File: src/rtl/rr_mux_arb.sv
// ---------------------------------------------------------------------------
// rr_mux_arb
//
// N-channel, WIDTH-bit registered multiplexer with built-in arbitration.
// Each cycle one requesting channel is chosen, either round-robin (MODE 0)
// or by fixed priority with the lowest index winning (MODE 1). The chosen
// word is loaded into a single output register that has its own valid/ready
// handshake. A full output register may be drained and refilled on the same
// edge, so sustained throughput is one word per cycle.
//
// Parameters:
//   WIDTH  data width of each channel and of the output
//   N      number of input channels (N >= 2)
//   MODE   0 = round-robin, 1 = fixed priority (lowest index wins)
//   SEL_W  channel index width, derived from N; do not override
//
// Ports:
//   clk        rising-edge clock
//   rst_n      asynchronous active-low reset
//   in_valid   [N]        per-channel request
//   in_data    [N*WIDTH]  channel i in bits [i*WIDTH +: WIDTH]
//   in_ready   [N]        one-hot or zero; channel word taken this cycle
//   out_valid             output register holds a word
//   out_data   [WIDTH]    registered word
//   out_sel    [SEL_W]    index of the channel that supplied out_data
//   out_ready             consumer accepts the output word this cycle
//
// in_ready is a combinational function of in_valid, out_valid and out_ready.
// in_data reaches the outputs only through the output register.
// ---------------------------------------------------------------------------
module rr_mux_arb #(
  parameter int WIDTH = 8,
  parameter int N     = 4,
  parameter int MODE  = 0,
  parameter int SEL_W = $clog2(N)
) (
  input  logic                 clk,
  input  logic                 rst_n,
  input  logic [N-1:0]         in_valid,
  input  logic [N*WIDTH-1:0]   in_data,
  output logic [N-1:0]         in_ready,
  output logic                 out_valid,
  output logic [WIDTH-1:0]     out_data,
  output logic [SEL_W-1:0]     out_sel,
  input  logic                 out_ready
);

  // Round-robin search start. Only meaningful in MODE 0; held at 0 otherwise.
  logic [SEL_W-1:0] ptr;

  logic [SEL_W-1:0] gnt;
  logic             any;
  logic             can_load;
  logic             load;

  // Unpacked view of the packed input bus, indexed by channel.
  logic [WIDTH-1:0] chan_data [N];

  always_comb begin
    for (int i = 0; i < N; i++) begin
      chan_data[i] = in_data[i*WIDTH +: WIDTH];
    end
  end

  assign any      = |in_valid;
  assign can_load = !out_valid || out_ready;
  assign load     = any && can_load;

  // -------------------------------------------------------------------------
  // Arbitration. Walk the channels starting at the search base (ptr in
  // round-robin mode, 0 in fixed-priority mode) and take the first valid one.
  // The modulo keeps the walk inside 0..N-1 for non-power-of-2 N.
  // -------------------------------------------------------------------------
  always_comb begin
    int               idx;
    logic [SEL_W-1:0] cand;
    logic             found;
    // NOTE: combinational logic uses blocking assignments and gives every
    // output a default first, so no path through the block leaves a value
    // unassigned and no latch is inferred.
    gnt   = '0;
    found = 1'b0;
    idx   = 0;
    cand  = '0;
    for (int k = 0; k < N; k++) begin
      if (MODE == 0) begin
        idx = (int'(ptr) + k) % N;
      end else begin
        idx = k;
      end
      cand = SEL_W'(idx);
      if (!found && in_valid[cand]) begin
        gnt   = cand;
        found = 1'b1;
      end
    end
  end

  // -------------------------------------------------------------------------
  // Handshake back to the producers. At most the granted channel sees ready.
  // Gating with rst_n keeps in_ready low for the whole reset interval even
  // though in_valid may already be driven.
  // -------------------------------------------------------------------------
  always_comb begin
    in_ready = '0;
    if (rst_n && load) begin
      in_ready[gnt] = 1'b1;
    end
  end

  // -------------------------------------------------------------------------
  // Output register. A load wins over a drain, so a simultaneous drain and
  // load replaces the word and keeps out_valid high. On a drain without a
  // load only out_valid drops; data and select keep their stale values.
  // -------------------------------------------------------------------------
  // NOTE: sequential state uses non-blocking assignments so every register
  // samples pre-edge values regardless of statement order.
  always_ff @(posedge clk or negedge rst_n) begin
    if (!rst_n) begin
      out_valid <= 1'b0;
      out_data  <= '0;
      out_sel   <= '0;
    end else if (load) begin
      out_valid <= 1'b1;
      out_data  <= chan_data[gnt];
      out_sel   <= gnt;
    end else if (out_valid && out_ready) begin
      out_valid <= 1'b0;
    end
  end

  // -------------------------------------------------------------------------
  // Round-robin pointer: moves to the slot after the winner, but only when a
  // word is actually loaded, so back-pressure freezes the rotation.
  // -------------------------------------------------------------------------
  always_ff @(posedge clk or negedge rst_n) begin
    if (!rst_n) begin
      ptr <= '0;
    end else if (MODE == 0 && load) begin
      if (gnt == SEL_W'(N - 1)) begin
        ptr <= '0;
      end else begin
        ptr <= gnt + SEL_W'(1);
      end
    end
  end

endmodule

File: config.mk
export PLATFORM = sky130hd
export DESIGN_NAME = rr_mux_arb
export DESIGN_NICKNAME = d
export VERILOG_FILES = /design/src/rtl/rr_mux_arb.sv
export SDC_FILE = /design/constraint.sdc
export NUM_CORES = 1
export LEC_CHECK = 0
export BUFFER_PORTS_ARGS = -buffer_cell sky130_fd_sc_hd__buf_2
export CORE_MARGIN = 5
export CORE_UTILIZATION = 42
export DETAILED_ROUTE_END_ITERATION = 6
export PLACE_DENSITY = 0.87
export SYNTH_ARGS = -nofsm -noshare
export SYNTH_HDL_FRONTEND = slang
export SYNTH_SLANG_ARGS = --single-unit
File: constraint.sdc
create_clock -name clk -period 2.1 [get_ports clk]
set_input_delay 0.105 -clock clk [delete_from_list [all_inputs] [get_ports clk]]
set_output_delay 0.105 -clock clk [all_outputs]
set_load 0.005 [all_outputs]
# After elaboration in Yosys (flattened, before gate mapping)
# Index checks and enable logic that the tools add are counted.
# word_totals
ff_bits	13
latchBits	0
mem_bits_rw	0
mem_bits_ro	0
input_bits	39
word_cells	55
memories	0
# classes
addsub	4
n_mul	0
n_div	0
order_cmp	7
n_eq_ne	1
n_shift	0
n_mux	24
bitwise_logic	1
reduce_logical	14
# op_table
cell	count
8-bit binary-select mux with 2-bit select	1
8-bit two-way mux	2
2-bit by 3-bit less-than comparator with 1-bit output, second input constant	5
1-bit two-way mux	10
2-bit two-way mux	5
1-bit binary-select mux with 2-bit select	4
1-bit logical AND	7
2-bit by 1-bit adder with 2-bit output, second input constant	2
2-bit adder, second input constant	2
1-bit logical NOT	4
4-bit two-way mux	1
4-bit OR reduction	1
3-bit greater-or-equal comparator, second input constant	1
2-bit NOT with 3-bit output	1
1-bit demux with 2-bit select	1
2-bit == test, second input constant	1
2-bit by 1-bit greater-or-equal comparator with 1-bit output, second input constant	1
2-bit nonzero test	1
1-bit logical OR	1

# Depth between registers and ports, before layout
# logic_depth
depth_word	17
depth_mapped	8
depth_no_buf	7

# Least setup slack after synthesis
# Ideal clock, no wire load.
# synth_path
path_kind	register to register
from	register ptr[1]
to	register out_data[1]
t_arrival_ns	1.677
required_ns	1.974
setup_slack_ns	0.297
stages_incl_launch_ff	6
path_buffers	1
synth_period_minus_slack_ns	1.803
path_cell_list	dfrtp_1 > nor4_4 > nor2_2 > buf_6 > mux2_4 > a221o_1
# synth_via
elab_chain_len	16
# synth_lines
element	line	source
from (decl)	49	logic [SEL_W-1:0] ptr;
from (signal assigned)	143	ptr <= gnt + SEL_W'(1);
parallel branches: the longest is 11 deep, another holds 2-bit by 1-bit adder with 2-bit output	-	
2-bit two-way mux (*)	92	if (!found && in_valid[cand]) begin
2-bit NOT with 3-bit output (not written as such) (*)	125	out_data <= chan_data[gnt];
8-bit binary-select mux with 2-bit select (*)	125	
8-bit two-way mux (not written as such) (*) (2 in a row)	125	
to (signal assigned)	125	
to (decl)	43	output logic [WIDTH-1:0] out_data,
# Every way passes the cells marked *. The select of a mux whose other input is x is not followed.
# A chain may end at the register's enable or synchronous reset.

# Worst setup path after layout
# layout_path
from	register ptr[1]
to	output in_ready[3]
# layout_via
elab_chain_len	17
# layout_lines
element	line	source
parallel branches: the longest is 11 deep, another holds 2-bit by 1-bit adder with 2-bit output	-	
2-bit two-way mux (*)	92	
2-bit by 3-bit less-than comparator with 1-bit output (not written as such) or 2-bit by 1-bit greater-or-equal comparator with 1-bit output (tied branches)	107	in_ready[gnt] = 1'b1;
1-bit logical AND (not written as such)	107	
1-bit two-way mux (not written as such)	107	
1-bit demux with 2-bit select (*)	107	
4-bit two-way mux (*)	106	if (rst_n && load) begin
to (decl)	41	output logic [N-1:0] in_ready,
# Marked as above.

==> results.json <==
{
  "post-route-min-period_ps": 1990,
  "place_hpwl_mm": 2.141,
  "place_ws_ps": 135.1,
  "synth_compound_area_share_pct": 26.88,
  "clockBufferDepth": 2,
  "min_path_type": "in2reg",
  "nets": 197,
  "synth_top_family_by_area": "compound AO/OA/AOI/OAI gates",
  "setup_slack_ps": 109.9,
  "drt-total-wl_mm": 2.764,
  "clk_latency_ps": 270,
  "fp-row-count": 16,
  "diodes": 0,
  "cap_violations": 0,
  "dieArea_um2": 3164,
  "pwr-share-comb_pct": 55.8,
  "power.share.clock_pct": 11.6,
  "dp.cells": 176,
  "p_leak_nw": 0.6693,
  "grt_start_max_net_pins": 16,
  "layout_commonest_cell": "buf_2",
  "hold_violations": 0,
  "layout.cells.non_filler": 183,
  "synth_xor_area_share_pct": 0,
  "synthMuxAreaShare_pct": 13.37,
  "yosysTopAreaCell": "dfrtp_1",
  "cts-root-buf": "clkbuf_4",
  "yosysWarnings": 0,
  "final_util_pct": 64.31,
  "slew_violations": 0,
  "grt_pass1_wl_mm": 4.698,
  "core_area_um2": 2002,
  "critPathMaxFanout": 7,
  "critical_path_class": "reg2out",
  "cts_tree": "done",
  "initial_core_util_pct": 44.88,
  "maxSlewHeadroom_pct": 57.99,
  "via_per_inst": 5.399,
  "powerDensity_nw_per_um2": 1068,
  "intPower_w": 0.0008399,
  "synth_adder_area_share_pct": 1.393,
  "io_pins": 54,
  "die_h_um": 56.25,
  "pwr-share-seq_pct": 32.6,
  "tightestPinTransition_ps": 626.0,
  "crit_required_ps": 2000,
  "switching_share_pct": 38.90,
  "clock_sinks": 13,
  "syn_inst": 94,
  "fp.dieW_um": 56.25,
  "first_pass_iters": 4,
  "wl_per_cell_um": 15.10,
  "drive_gt1_share_pct": 51.28,
  "p_switching_w": 0.0005348,
  "first_global_vias": 1078,
  "track_usage_pct": 17.92,
  "worstPathArrival_ps": 1890,
  "cts_made_buffers": 3,
  "r2r_slack_ps": 230,
  "ir_drop_v": 0.0006399,
  "setup_viol": 0,
  "area_delta_synth_final_pct": 43.31,
  "clock_skew_ps": 7.691,
  "clk_pin_slew_ps": 90,
  "status": "finished clean",
  "drc": 0,
  "synthTopCellsByArea": "dfrtp_1 36%, a221o_1 8.9%, mux2_4 8.4%",
  "io_buffers": 53,
  "worstSetupEndpointType": "output pin",
  "syn-num-nets": 134,
  "postRouteAntennaNets": 0,
  "start_kind": "register",
  "vias": 988,
  "ctsHtreeMaxLevel": 1,
  "seq_area_frac_synth_pct": 36.21,
  "gr-total-overflow": 0,
  "globalplace.congestion": 0.8569,
  "hold_ws_ps": 89.06,
  "syn_avg_cell_area_um2": 9.557,
  "yosysUniqueCellTypes": 28,
  "synth_top_cell_area_share_pct": 36.21,
  "drt-initial-drc-count": 27,
  "antenna_found_initial": 0,
  "synthSimpleGateAreaFrac_pct": 18.38,
  "fin_setup_tns_ps": 0,
  "fin_crit_sh_pct": 94.77,
  "netlist_area_um2": 898.4,
  "layout_common_cells": "53 x buf_2, 12 x dfrtp_1, 9 x a21oi_1, 9 x o21ai_0",
  "ys_ff_latch": 13,
  "max_freq_mhz": 502.5
}
[metrics by stage]
step	area (µm²)	power, W
2_1_floorplan	898.4	0.0009107
4_1_cts	1272	0.001354
3_5_place_dp	1216	0.001166
5_1_grt	1287	0.001475
6_report	1287	0.001375
3_3_place_gp	1216	0.001139
[cell families after synthesis]
family | count (synthesis)
compound gates | 34
fa+ha+maj | 1
buf+inv | 7
flops | 13
mux | 9
simple gates | 30
[power groups by stage]
stage / combinational, W / clock (W) / sequential [W]
3_3_place_gp: 0.000704 / 0 / 0.000435
3_5_place_dp: 0.000729 / 0 / 0.000437
2_1_floorplan: 0.000472 / 0 / 0.000439
6_report: 0.000767 / 0.000159 / 0.000449
4_1_cts: 0.000756 / 0.000162 / 0.000436
5_1_grt: 0.000841 / 0.000173 / 0.000461
[final timing paths]
check	start	to	cells past startpoint
hold / removal	out_ready	out_valid	4
max in group asynchronous	rst_n	ptr[0]	2
setup / recovery	ptr[1]	in_ready[3]	8
hold reg to reg	out_sel[0]	out_sel[0]	2
setup reg to reg	ptr[1]	out_data[2]	6
min in group asynchronous	rst_n	out_valid	2
[sequential cells by signal, summed over array words and instances, names as in the netlist]
register	flops
out_valid	1
ptr	2
out_data	8
out_sel	2
[timing repair]
action,in CTS,in global routing
setup buffers,2,0
hold buffers,1,0
hold endpoints to repair,13,0
resized for setup,2,4
endpoints found under the setup margin,1,1
pin swaps,2,0
[layout make-up]
class                      instances  area (µm²)
tap                               27       33.78
inverter                           4       15.01
multi-input combinational         74       558.0
sequential                        13       326.6
clock buffer                       4       26.28
timing repair buffer              61       327.8
fill                             168       714.4
[synth_stat cells]
master,instances
and3_1,1
a211o_1,1
nor3_1,3
or2_2,1
nor4_1,1
a21oi_1,9
a21o_1,2
a211oi_4,1
buf_6,1
mux2_1,1
clkbuf_1,2
mux2_4,5
nor2_2,1
nand3_1,8
or4_1,1
a211oi_1,1
nor4_4,1
ha_1,1
o21ai_1,2
inv_1,4
o21ai_0,9
dfrtp_1,13
a221o_1,8
o21ba_2,1
nand2_1,8
nor2b_1,3
mux2_2,3
nor2_1,2
[metal layers]
metal | share of wire, % | vias to the layer above | GRT usage (%)
li1 | - | 481 | -
met5 | 0 | - | 0
met1 | 40 | 470 | 21.50
met2 | 54 | 35 | 32.39
met4 | 0.76 | 0 | 5.424
met3 | 5.2 | 2 | 2.982
[worst max-delay path, cell delays in order (launching register included)]
cell and delay (ps):
dfrtp_1 490, o21ai_2 130, a211oi_4 260, nor2_2 90
buf_4 180, inv_1 90, ha_1 140, and3_1 130
buf_2 100
(Power assumes the default switching activity.)
